--- src/rtl/dot_scan_arbiter_pkg.sv ---
`default_nettype none
// ============================================================================
//  Module      : dot_pkg
//  Description : Shared definitions for the dot-matrix frame buffer / scan
//                block: matrix geometry, arbiter state encoding and the
//                row index to active-low one-hot row-select mapping.
//  Revision    : 1.0  initial release
// ============================================================================
package dot_pkg;

    localparam int DOT_ROWS = 8;
    localparam int DOT_COLS = 16;
    localparam int ROW_W    = 3;

    typedef enum logic [1:0] {
        IDLE  = 2'd0,
        GNT_A = 2'd1,
        GNT_B = 2'd2
    } arb_state_e;

    // Row 0 is wired to the top pin (bit 7), row 7 to bit 0; pins are active low.
    function automatic logic [DOT_ROWS-1:0] row_sel(input logic [ROW_W-1:0] idx);
        return ~(8'h80 >> idx);
    endfunction

endpackage
`default_nettype wire

--- src/rtl/dot_scan_arbiter_rr_arb.sv ---
`default_nettype none
// ============================================================================
//  Module      : dot_rr_arb
//  Description : Two-way round-robin grant FSM. A grant lasts exactly one
//                cycle and is always followed by an idle cycle, so at most
//                one write is committed every two cycles.
//  Ports       : clk, rst      - clock, synchronous active-high reset
//                req_a, req_b  - write requests
//                gnt_a, gnt_b  - one-cycle grant/commit pulses (exclusive)
//                sel           - 0: A owns the commit, 1: B owns the commit
//  Revision    : 1.0  initial release
// ============================================================================
module dot_rr_arb
    import dot_pkg::*;
(
    input  logic clk,
    input  logic rst,
    input  logic req_a,
    input  logic req_b,
    output logic gnt_a,
    output logic gnt_b,
    output logic sel
);

    localparam logic [1:0] c_ST_IDLE  = IDLE;
    localparam logic [1:0] c_ST_GNT_A = GNT_A;
    localparam logic [1:0] c_ST_GNT_B = GNT_B;

    logic [1:0] r_state;
    logic [1:0] w_state_nxt;
    logic       r_prio_b;   // set when B was not granted last, so B wins a tie

    always_comb begin
        w_state_nxt = c_ST_IDLE;
        if (r_state == c_ST_IDLE) begin
            if (req_a && req_b) begin
                w_state_nxt = r_prio_b ? c_ST_GNT_B : c_ST_GNT_A;
            end else if (req_a) begin
                w_state_nxt = c_ST_GNT_A;
            end else if (req_b) begin
                w_state_nxt = c_ST_GNT_B;
            end
        end
    end

    always_ff @(posedge clk) begin
        if (rst) begin
            r_state  <= c_ST_IDLE;
            r_prio_b <= 1'b0;
        end else begin
            r_state <= w_state_nxt;
            if (r_state == c_ST_GNT_A) begin
                r_prio_b <= 1'b1;
            end else if (r_state == c_ST_GNT_B) begin
                r_prio_b <= 1'b0;
            end
        end
    end

    assign gnt_a = (r_state == c_ST_GNT_A);
    assign gnt_b = (r_state == c_ST_GNT_B);
    assign sel   = gnt_b;

endmodule
`default_nettype wire

--- src/rtl/dot_scan_arbiter.sv ---
`default_nettype none
// ============================================================================
//  Module      : dot_scan_arbiter
//  Description : Owns the 8x16 LED frame buffer. Two row writers (A: button
//                shift engine, B: pattern loader) share the buffer through a
//                round-robin arbiter; a row-scan sequencer drives the matrix
//                pins one row per SCAN_DIV clocks.
//  Parameters  : SCAN_DIV  - clocks per displayed row (4 .. 2^20)
//                BLANK_CYC - blanking clocks at each row start (< SCAN_DIV)
//  Macro       : DOT_BLANK_EN - when defined, pins are blanked for BLANK_CYC
//                clocks after every row load; otherwise BLANK_CYC is unused.
//  Ports       : clk, rst             - clock, synchronous active-high reset
//                req_x/row_x/data_x   - requester x write request/row/data
//                gnt_x                - one-cycle commit pulse to requester x
//                dot_row              - active-low one-hot row select
//                dot_col              - active-high column drive
//                frame_start          - pulse coincident with the row-0 load
//  Revision    : 1.0  initial release
// ============================================================================
module dot_scan_arbiter
    import dot_pkg::*;
#(
    parameter int SCAN_DIV  = 5000,
    parameter int BLANK_CYC = 2
) (
    input  logic                clk,
    input  logic                rst,
    input  logic                req_a,
    input  logic [ROW_W-1:0]    row_a,
    input  logic [DOT_COLS-1:0] data_a,
    output logic                gnt_a,
    input  logic                req_b,
    input  logic [ROW_W-1:0]    row_b,
    input  logic [DOT_COLS-1:0] data_b,
    output logic                gnt_b,
    output logic [DOT_ROWS-1:0] dot_row,
    output logic [DOT_COLS-1:0] dot_col,
    output logic                frame_start
);

    localparam int                 c_CNT_W   = $clog2(SCAN_DIV);
    localparam logic [c_CNT_W-1:0] c_CNT_MAX = c_CNT_W'(SCAN_DIV - 1);

    if (SCAN_DIV < 4 || SCAN_DIV > (1 << 20) || BLANK_CYC < 0 || BLANK_CYC >= SCAN_DIV) begin : g_cfg_check
        $error("dot_scan_arbiter: illegal SCAN_DIV/BLANK_CYC combination");
    end

    logic [DOT_COLS-1:0] r_buf [DOT_ROWS];
    logic [c_CNT_W-1:0]  r_cnt;
    logic [ROW_W-1:0]    r_row_idx;
    logic [DOT_ROWS-1:0] r_dot_row;
    logic [DOT_COLS-1:0] r_dot_col;
    logic                r_frame_start;

    logic                w_sel;
    logic                w_wr;
    logic [ROW_W-1:0]    w_wr_row;
    logic [DOT_COLS-1:0] w_wr_data;
    logic                w_wrap;
    logic [ROW_W-1:0]    w_row_nxt;

    dot_rr_arb u_arb (
        .clk   (clk),
        .rst   (rst),
        .req_a (req_a),
        .req_b (req_b),
        .gnt_a (gnt_a),
        .gnt_b (gnt_b),
        .sel   (w_sel)
    );

    // The grant cycle is the commit cycle: the owner's row/data are still held.
    assign w_wr      = gnt_a | gnt_b;
    assign w_wr_row  = w_sel ? row_b  : row_a;
    assign w_wr_data = w_sel ? data_b : data_a;

    assign w_wrap    = (r_cnt == c_CNT_MAX);
    assign w_row_nxt = r_row_idx + 3'd1;   // 7 rolls over to 0

    always_ff @(posedge clk) begin
        if (rst) begin
            for (int i = 0; i < DOT_ROWS; i++) begin
                r_buf[i] <= '0;
            end
            r_cnt         <= '0;
            r_row_idx     <= 3'd7;
            r_dot_row     <= '1;
            r_dot_col     <= '0;
            r_frame_start <= 1'b0;
        end else begin
            if (w_wr) begin
                r_buf[w_wr_row] <= w_wr_data;
            end

            r_frame_start <= 1'b0;
            if (w_wrap) begin
                r_cnt     <= '0;
                r_row_idx <= w_row_nxt;
                r_dot_row <= row_sel(w_row_nxt);
                // A commit landing on the row being loaded is forwarded so the
                // new data is not held back a whole frame.
                r_dot_col <= (w_wr && (w_wr_row == w_row_nxt)) ? w_wr_data
                                                               : r_buf[w_row_nxt];
                r_frame_start <= (w_row_nxt == 3'd0);
            end else begin
                r_cnt <= r_cnt + 1'b1;
            end
        end
    end

`ifdef DOT_BLANK_EN
    localparam logic [c_CNT_W-1:0] c_BLANK = c_CNT_W'(BLANK_CYC);

    // r_cnt restarts at 0 on every row load, so its low values mark the
    // start of the row period.
    logic w_blank;
    assign w_blank = (r_cnt < c_BLANK);
    assign dot_row = w_blank ? '1 : r_dot_row;
    assign dot_col = w_blank ? '0 : r_dot_col;
`else
    assign dot_row = r_dot_row;
    assign dot_col = r_dot_col;
`endif

    assign frame_start = r_frame_start;

endmodule
`default_nettype wire

--- config.mk ---
export PLATFORM = sky130hd
export DESIGN_NAME = dot_scan_arbiter
export DESIGN_NICKNAME = d
export VERILOG_FILES = /design/src/rtl/dot_scan_arbiter_pkg.sv /design/src/rtl/dot_scan_arbiter_rr_arb.sv /design/src/rtl/dot_scan_arbiter.sv
export SDC_FILE = /design/constraint.sdc
export NUM_CORES = 1
export LEC_CHECK = 0
export CAP_MARGIN = 20
export CORE_MARGIN = 3
export CORE_UTILIZATION = 55
export CTS_CLUSTER_DIAMETER = 60
export CTS_CLUSTER_SIZE = 20
export DETAILED_ROUTE_END_ITERATION = 6
export GPL_TIMING_DRIVEN = 1
export PLACE_DENSITY = 0.76
export SLEW_MARGIN = 20
export SYNTH_ARGS = -nofsm -noshare
export SYNTH_HDL_FRONTEND = slang
export SYNTH_SLANG_ARGS = --single-unit
--- constraint.sdc ---
create_clock -name clk -period 3.7 [get_ports clk]
set_clock_uncertainty 0.2 [all_clocks]
set_input_delay 0.74 -clock clk [delete_from_list [all_inputs] [get_ports clk]]
set_output_delay 0.74 -clock clk [all_outputs]
set_load 0.005 [all_outputs]
==> results.json <==
{
  "switching_share_pct": 22.6,
  "finalNetCount": 744,
  "power.share.sequential_pct": 53.5,
  "n_antenna_cell": 0,
  "number_of_buffer_and_inverter_stages_on_the_critical_path": 2,
  "global_route.overflow_total": 0,
  "p_leak_nw": 3.20,
  "drc": 0,
  "cts_post_setup_buffers_inserted": 0,
  "cts-root-buf": "sky130_fd_sc_hd__clkbuf_16",
  "cts_inserted_buffers": 17,
  "share_of_synthesized_cell_area_in_and_or_nand_and_nor_gates_pct": 14.4,
  "worst-endpoint-required_ns": 3.78,
  "worstSetupPathType": "reg -> reg",
  "wirelength_mm": 17.5,
  "ys_seq_area_share_pct": 61.4,
  "start_kind": "register",
  "cts.sinks": 172,
  "setup-violations-final": 0,
  "layout-drive-gt1-share_pct": 15.4,
  "yosysMostFrequentCell": "sky130_fd_sc_hd__nor2_1",
  "synth_area_per_cell_um2": 12.7,
  "yosysWarnings": 0,
  "synth_top_family_by_area": "simple AND/OR/NAND/NOR gates",
  "hold-path-cell-count": 1,
  "timing.hold.worst.start": "u_arb.r_prio_b",
  "nFillCells": 964,
  "worst-r2r-cell-count": 6,
  "totalNegativeSetupSlack_ns": 0,
  "design.die.area_um2": 15400,
  "worst_ir_drop_vdd_uv": 344,
  "fin_hold_ws_ns": 0.280,
  "min_to": "u_arb.r_state[0]",
  "final_hold_viol_count": 0,
  "layout-area-overhead-vs-synth_pct": 20.8,
  "cap_violations": 0,
  "placed_instances": 850,
  "min_path_type": "reg -> reg",
  "critical_path.endpoint_type": "register",
  "initial_utilization_pct": 57.2,
  "async_set_or_reset_flop_fraction_in_the_synthesized_netlist_pct": 0,
  "worst_setup_hold_path_clk_slew_ns": 0.06,
  "leading_register_cell_type_out_of_synthesis": "sky130_fd_sc_hd__edfxtp_1",
  "critical_path.cell_chain": "inv_2 -> ha_2 -> buf_4 -> mux4_2 -> mux2i_1 -> o31ai_1",
  "routed_via_density": 5.97,
  "synth.lib_cells_used.distinct": 35,
  "synth-edff-count": 128,
  "worst_r2r_endpoint": "dot_col[8]",
  "timing_worst_slew_pin_value_ns": 0.866,
  "postCtsResizedCells": 0,
  "htree_num_levels": 4,
  "reg2reg_setup_slack_ns": 0.88,
  "cpLargestDelayFamily": "adder cells",
  "num_io_pins": 69,
  "adder_cell_area_share_of_the_yosys_netlist_pct": 1.46,
  "crit_slowest_cell": "sky130_fd_sc_hd__ha_2",
  "layout_worst_path_cycle_share_pct": 76.1,
  "clkPwrFrac_pct": 40.0,
  "first_pass_grt_wire_length_mm": 28.0,
  "final_max_slew_viol_count": 0,
  "post_drt_wl_per_cell_um": 19.8,
  "synth.top_cell.area_share_pct": 50.0,
  "timing.final.crit_period_ns": 2.82,
  "reg2reg_from": "r_row_idx[0]",
  "clockBufferDepth": 2,
  "first_global_vias": 5221,
  "arrival_ns": 2.90,
  "vias": 5263,
  "grt_use_total_pct": 23.2,
  "ys_seq_elements": 172,
  "switching_power_mw": 0.913,
  "yosysTopAreaCell": "sky130_fd_sc_hd__edfxtp_1",
  "cts_hold_repair.buffers": 0,
  "p_comb_share_pct": 6.5,
  "coreArea_um2": 13500,
  "cts_tree": "yes",
  "dr.pass1.iters": 5,
  "finish.cell_count_without_fillers": 882,
  "fmax_ghz": 0.355,
  "ys_top_cells_by_count": "sky130_fd_sc_hd__nor2_1 (160), sky130_fd_sc_hd__edfxtp_1 (128), sky130_fd_sc_hd__dfxtp_1 (44)",
  "iteration_0_drc_count_of_the_detailed_router": 535,
  "die_height_um": 124,
  "postRouteAntennaNets": 0,
  "gpl.final_weighted_congestion": 0.866,
  "run_status": "finished, final reports clean",
  "synthesized_area_fraction_occupied_by_ao_oa_aoi_and_oai_cells_pct": 4.34,
  "maxSlewHeadroom_pct": 40.6,
  "synthesis.nets": 655,
  "rsz0062_at_grt": "false",
  "netlist_area_um2": 7690,
  "numPortBuffers": 68,
  "power_density_nw_per_um2": 435,
  "detail_placement_hpwl_mm": 11.9,
  "fp.dieW_um": 124,
  "clk_latency_ns": 0.42,
  "synthXorXnorAreaFrac_pct": 1.92,
  "yosys-mux-area-fraction_pct": 14.0,
  "intPower_mw": 3.13,
  "worst-path-max-fanout": 21,
  "highest_cell_delay_on_the_worst_timing_path_ns": 0.80,
  "most_area_consuming_cells_after_synthesis": "sky130_fd_sc_hd__edfxtp_1 (50%), sky130_fd_sc_hd__dfxtp_1 (11%), sky130_fd_sc_hd__mux4_2 (9.4%)",
  "grt_start_max_net_pins": 55,
  "number_of_standard_cell_rows_in_the_floorplan": 42,
  "grt_antenna_before_repair": 0,
  "syn_inst": 604
}
-- worst max path at each step --
stage / start / endpoint / slack (ns) / cells after the start
final: r_row_idx[0] / dot_col[8] / 0.88 / 6
after CTS: r_row_idx[0] / dot_col[8] / 0.86 / 6
after floorplan: r_row_idx[0] / dot_col[9] / 0.66 / 8
after global placement: row_a[1] / r_buf[3][13] / 0.85 / 6
after global routing: r_row_idx[0] / dot_col[11] / 0.70 / 6
after detailed placement: row_a[1] / r_buf[7][12] / 0.80 / 6
-- layout make-up --
class | instances | area (um^2) | share of cell area, %
multi-input cells | 385 | 2810 | 30.2
clock buffers | 19 | 443 | 4.77
repair buffers | 107 | 968 | 10.4
flip-flops and latches | 172 | 4720 | 50.8
inverters | 10 | 37.5 | 0.404
clock inverters | 13 | 96.3 | 1.04
well taps | 176 | 220 | 2.37
-- registers in the layout, indices dropped and copies added, names as in the netlist --
signal / count
r_buf: 128
dot_col: 16
r_cnt: 13
dot_row: 8
r_row_idx: 3
u_arb.r_state: 2
frame_start: 1
u_arb.r_prio_b: 1
-- through the flow --
stage / power [mW] / utilization, % / instance area, um^2 / setup slack (ns)
after floorplan: 2.33 / - / 7690 / 0.660
after global placement: 2.45 / 65.1 / 8760 / 0.851
after detailed placement: 2.46 / 65.1 / 8760 / 0.797
after CTS: 4.06 / 69.1 / 9300 / 0.861
after global routing: 4.16 / 69.1 / 9300 / 0.696
final: 4.04 / 69.1 / 9300 / 0.884
-- worst register-to-register path, delay by kind of cell, from the launching register on --
family,cells,cell delay (ns)
buffers and inverters,2,0.40
DFF,1,0.45
AOI/OAI and AO/OA,1,0.09
muxes,2,0.74
adders and majority gates,1,0.80
-- metal layers --
metal / wire [um] / GRT usage, %
met5: 0 / 0
met4: 363 / 8.25
met3: 1420 / 5.06
met2: 8730 / 37.9
met1: 6990 / 30.9
-- power groups by stage --
stage | Combinational (mW) | Sequential, mW | Clock, mW
finish | 0.264 | 2.16 | 1.62
global route | 0.285 | 2.17 | 1.71
CTS | 0.264 | 2.16 | 1.63
detailed placement | 0.262 | 2.20 | 0
global placement | 0.254 | 2.20 | 0
floorplan | 0.136 | 2.19 | 0
-- logic make-up (layout without fill, tap and decap cells) --
logic type,after synthesis,in the layout
AO/OA/AOI/OAI,51,51
multiplexers,68,68
XOR/XNOR,16,16
flip-flops,172,172
AND/OR/NAND/NOR,241,241
adder cells (fa/ha/maj),9,9
buffers and inverters,47,149
-- layout by cell type (no fill, tap or decap), drive strengths merged, types with 2 or more instances in the layout --
| cell type | Yosys | routed |
|---|---|---|
| nand2 | 17 | 17 |
| clkbuf | 24 | 19 |
| o32ai | 4 | 4 |
| mux4 | 32 | 32 |
| clkinv | 0 | 4 |
| a21oi | 4 | 4 |
| clkdlybuf4s50 | 0 | 67 |
| ha | 9 | 9 |
| or3 | 2 | 2 |
| o21ai | 10 | 10 |
| dfxtp | 44 | 44 |
| clkinvlp | 0 | 8 |
| buf | 13 | 40 |
| o31ai | 16 | 16 |
| inv | 10 | 11 |
| nand2b | 22 | 22 |
| nor4 | 3 | 3 |
| edfxtp | 128 | 128 |
| mux2i | 36 | 36 |
| nand4 | 4 | 4 |
| a31oi | 16 | 16 |
| xnor2 | 7 | 7 |
| nor3b | 16 | 16 |
| nand3 | 11 | 11 |
| nor2 | 160 | 160 |
| xor2 | 9 | 9 |
Power figures use the tool's default switching activity.
